**src/rtl/ifetch_unit.sv**
```systemverilog
// Instruction fetch stage: PC register, instruction memory addressing and a one-entry
// valid/ready output register. Optional FETCH_BOUND_CHECK_EN adds an out-of-range fetch fault.
module ifetch_unit #(
  parameter logic [31:0] RESET_PC = 32'h0000_0000,
  parameter int          IM_DEPTH = 32
) (
  input  logic        clk,
  input  logic        rst,
  output logic [9:0]  im_addr,
  input  logic [31:0] im_dout,
  output logic [31:0] pc,
  output logic [31:0] instr,
  output logic [31:0] instr_pc,
  output logic        instr_valid,
  input  logic        instr_ready,
  input  logic        redirect_valid,
  input  logic [31:0] redirect_pc,
  output logic        halted,
  output logic        fault
);

  localparam logic [31:0] SYSCALL = 32'h0000_000C;

`ifdef FETCH_BOUND_CHECK_EN
  localparam logic [31:0] IM_WORDS = 32'(IM_DEPTH);
  typedef enum logic [1:0] {IDLE, FETCH, HALTED, FAULT} state_t;
`else
  typedef enum logic [1:0] {IDLE, FETCH, HALTED} state_t;
`endif

  state_t state;
  logic   slot_free;

  assign im_addr   = pc[11:2];
  assign slot_free = !instr_valid || instr_ready;

  always_ff @(posedge clk or posedge rst) begin
    if (rst) begin
      state       <= IDLE;
      pc          <= RESET_PC;
      instr       <= '0;
      instr_pc    <= '0;
      instr_valid <= 1'b0;
      halted      <= 1'b0;
      fault       <= 1'b0;
    end else begin
      case (state)
        IDLE: state <= FETCH;
        FETCH: begin
          // Redirect wins over capture and flushes whatever is held.
          if (redirect_valid) begin
            pc          <= redirect_pc & 32'hFFFF_FFFC;
            instr_valid <= 1'b0;
          end else if (slot_free) begin
`ifdef FETCH_BOUND_CHECK_EN
            if ({2'b00, pc[31:2]} >= IM_WORDS) begin
              state       <= FAULT;
              fault       <= 1'b1;
              instr_valid <= 1'b0;
            end else
`endif
            begin
              instr       <= im_dout;
              instr_pc    <= pc;
              instr_valid <= 1'b1;
              pc          <= pc + 32'd4;
              if (im_dout == SYSCALL) begin
                state  <= HALTED;
                halted <= 1'b1;
              end
            end
          end
        end
        // Terminal states only drain the held instruction.
        default: if (instr_ready) instr_valid <= 1'b0;
      endcase
    end
  end

endmodule

```
**config.mk**
```make
export PLATFORM = sky130hd
export DESIGN_NAME = ifetch_unit
export DESIGN_NICKNAME = d
export VERILOG_FILES = /design/src/rtl/ifetch_unit.sv
export SDC_FILE = /design/constraint.sdc
export NUM_CORES = 1
export LEC_CHECK = 0
export CORE_MARGIN = 3
export CORE_UTILIZATION = 45
export CTS_BUF_LIST = sky130_fd_sc_hd__clkbuf_8
export CTS_CLUSTER_SIZE = 10
export DETAILED_ROUTE_END_ITERATION = 12
export PLACE_DENSITY = 0.82
export SLEW_MARGIN = 30
export SYNTH_ARGS = -nofsm -noshare
export SYNTH_HDL_FRONTEND = slang
export SYNTH_SLANG_ARGS = --single-unit
```
**constraint.sdc**
```tcl
create_clock -name clk -period 3.8 [get_ports clk]
set_clock_uncertainty 0.2 [all_clocks]
set_input_delay 0.38 -clock clk [delete_from_list [all_inputs] [get_ports clk]]
set_output_delay 0.38 -clock clk [all_outputs]
set_load 0.05 [all_outputs]
```
==> run metrics <==
number of enable flip-flop cells after synthesis 0; YS warnings 1; post-synthesis sequential area ratio 52.1%; antenna-violating nets left 0; critical path's largest stage delay 0.88 ns; crit path cell chain clkdlybuf4s50_1; Die ar. 11500 sq um; Setup CP Type flop to output port; die height 107 um; top-count cell post-synth nand2_1; crit end category output port; crit-path max FO 10; layout cell share with drive strength beyond 1 5.95%; wire per inst 16.5 um; I/O Buffers 169; global-route wire length before repair 21700 um; IO Count 177; largest family of logic cells by synthesized area simple AND/OR/NAND/NOR gates; final period utilization 62.6%; CTS clk-pin slew, worst paths 0.09 ns; Slew @ Worst Pin 0.858 ns; overall routing resource usage 23.9%; initial antenna violation count 2; initial drt markers 254; Max VDD drop 0.000243 V; Final Cell Area 6540 sq um; setup violators final 0; router iterations before antenna repair 5; cell row count 36; Worst Hold Class input port to async pin; placed instance area 6330 sq um; DRC 0; vias in the first global route 4242; TritonCTS Buffers 9; CTS tree built; top cell type's share of synthesized area 52.1%; Final Hold Vio Count 0; vias 4437; Final Critical Period 2.38 ns; post-synthesis compound-gate area fraction 12.5%; TNS Setup 0 ns; outcome finished clean; WP data required 3.22 ns; syn_area_per_cell 8.56 sq um; Finished Layout Cells 824; Area contributors post-synth dfrtp_1 (52%), nand2_1 (16%), a21oi_1 (2.8%); Post-CTS Setup Bufs 0; Buf/Inv on CP 1; clock sink count 96; largest net degree at the start of global routing 97; clock tree buffer depth 2; area grow syn2layout 41.7%; CP max stage cell clkdlybuf4s50_1; most instantiated cells after synthesis nand2_1 (197), dfrtp_1 (96), clkbuf_1 (29), a21oi_1 (26), o21ai_0 (24); RePlAce Congestion 0.776; largest area contributor in the netlist dfrtp_1; Netlist cell types 49; routed wire length 13600 um; global route overflow 0; LEAKAGE 0.00294 uW; post-DP HPWL 9560 um; post-cts sizing count 0; Max-Cap Viols 0; Placed Cells 806; core area 9860 sq um; unrepaired setup endpoints after global routing no; CTS Root Cell clkbuf_8; Synth Area in XOR/XNOR 0%; Layout Utilization 66.3%; worst relative slew slack 42.8%; Crit path max-delay family buffers and inverters; CP arrival 1.80 ns; Die X-Extent 107 um; Netlist Area Pre-Place 4610 sq um; Nets 753; hold_ws 0.229 ns; Async S/R FF share, synth 100%; Top FF cell, synth dfrtp_1; Cells after Synth 539; Post-CTS Hold Buffers 0; CP Launch Type flop; Power Density 479 nW/um^2; Fmax 0.421 GHz; Worst-Skew Late Latency 0.36 ns; fin. max-slew vios 0; Yosys reg bits 96; H-tree Lvls 3; Initial Util 46.8%; mux cell area share after synthesis 1.09%; Synth Area in Adders 0.271%; drt via density 5.38; Post-Synth Simple-Gate Area 28.3%
[metrics by stage]
| step | power [uW] | worst slack [ns] |
|---|---|---|
| 3_5_place_dp | 2480 | 1.11 |
| 3_3_place_gp | 2450 | 1.18 |
| 6_report | 3130 | 1.42 |
| 5_1_grt | 3280 | 1.27 |
| 2_1_floorplan | 2040 | 0.715 |
| 4_1_cts | 3160 | 1.41 |
[final timing paths]
kind / startpoint / end / slack, ns / cells past startpoint
max in group asynchronous: rst / pc[24]$_DFFE_PP0P_ / 2.68 / 3
min: rst / instr[25]$_DFFE_PP0P_ / 0.23 / 3
max: pc[2]$_DFFE_PP0P_ / im_addr[0] / 1.42 / 1
max reg2reg: state[1]$_DFFE_PP0P_ / instr[3]$_DFFE_PP0P_ / 1.45 / 8
min reg2reg: instr[11]$_DFFE_PP0P_ / instr[11]$_DFFE_PP0P_ / 0.28 / 2
min in group clk: instr[11]$_DFFE_PP0P_ / instr[11]$_DFFE_PP0P_ / 0.28 / 2
[metal layers]
metal	vias to the layer above	share of wire [%]	track usage, %
met5	-	0	0
met4	0	2.0	10.0
met3	21	6.7	3.31
met2	184	50	39.8
met1	2129	41	31.4
li1	2103	-	-
[cells in the final DEF, fill, tap and decap left out, types with 4 or more instances in the layout]
cell type and instances:
clkbuf_8 10, nor2b_1 5, nand2_1 196, o22a_1 4, nor4_1 7, a31o_2 5, conb_1 5, mux2i_1 5
o21ai_0 23, buf_4 7, a2bb2oi_1 5, nor3_1 9, a211oi_1 4, dfrtp_1 96, clkdlybuf4s50_1 168, nand3_1 19
a21oi_1 26, nor2_1 15, and3_1 10, nand4_1 7, inv_1 6
[state kept, by name (all words and copies together), names as in the netlist]
register	count
instr_pc	30
instr_valid	1
halted	1
instr	32
pc	30
state	2
[cell families after synthesis]
logic type                 count (synthesis)
adders and majority gates                  1
other                                      1
and+or+nand+nor                          292
muxes                                      5
AOI/OAI and AO/OA                         90
buffers and inverters                     54
DFF                                       96
[where the power goes]
part | internal, uW | total, uW | switching [uW]
clock network | 319 | 680 | 360
logic | 395 | 1180 | 789
registers | 1150 | 1270 | 119
total | 1860 | 3130 | 1270
[area by class of cell]
| cell class | instances | area, sq um |
|---|---|---|
| Sequential cell | 96 | 2400 |
| Multi-Input combinational cell | 393 | 1980 |
| Clock inverter | 6 | 60.1 |
| Antenna cell | 2 | 5.00 |
| Clock buffer | 10 | 138 |
| Timing Repair Buffer | 177 | 1760 |
| Tap cell | 133 | 166 |
| Fill cell | 782 | 3330 |
| Inverter | 7 | 28.8 |
No activity file was read; power rests on OpenSTA's default activity.
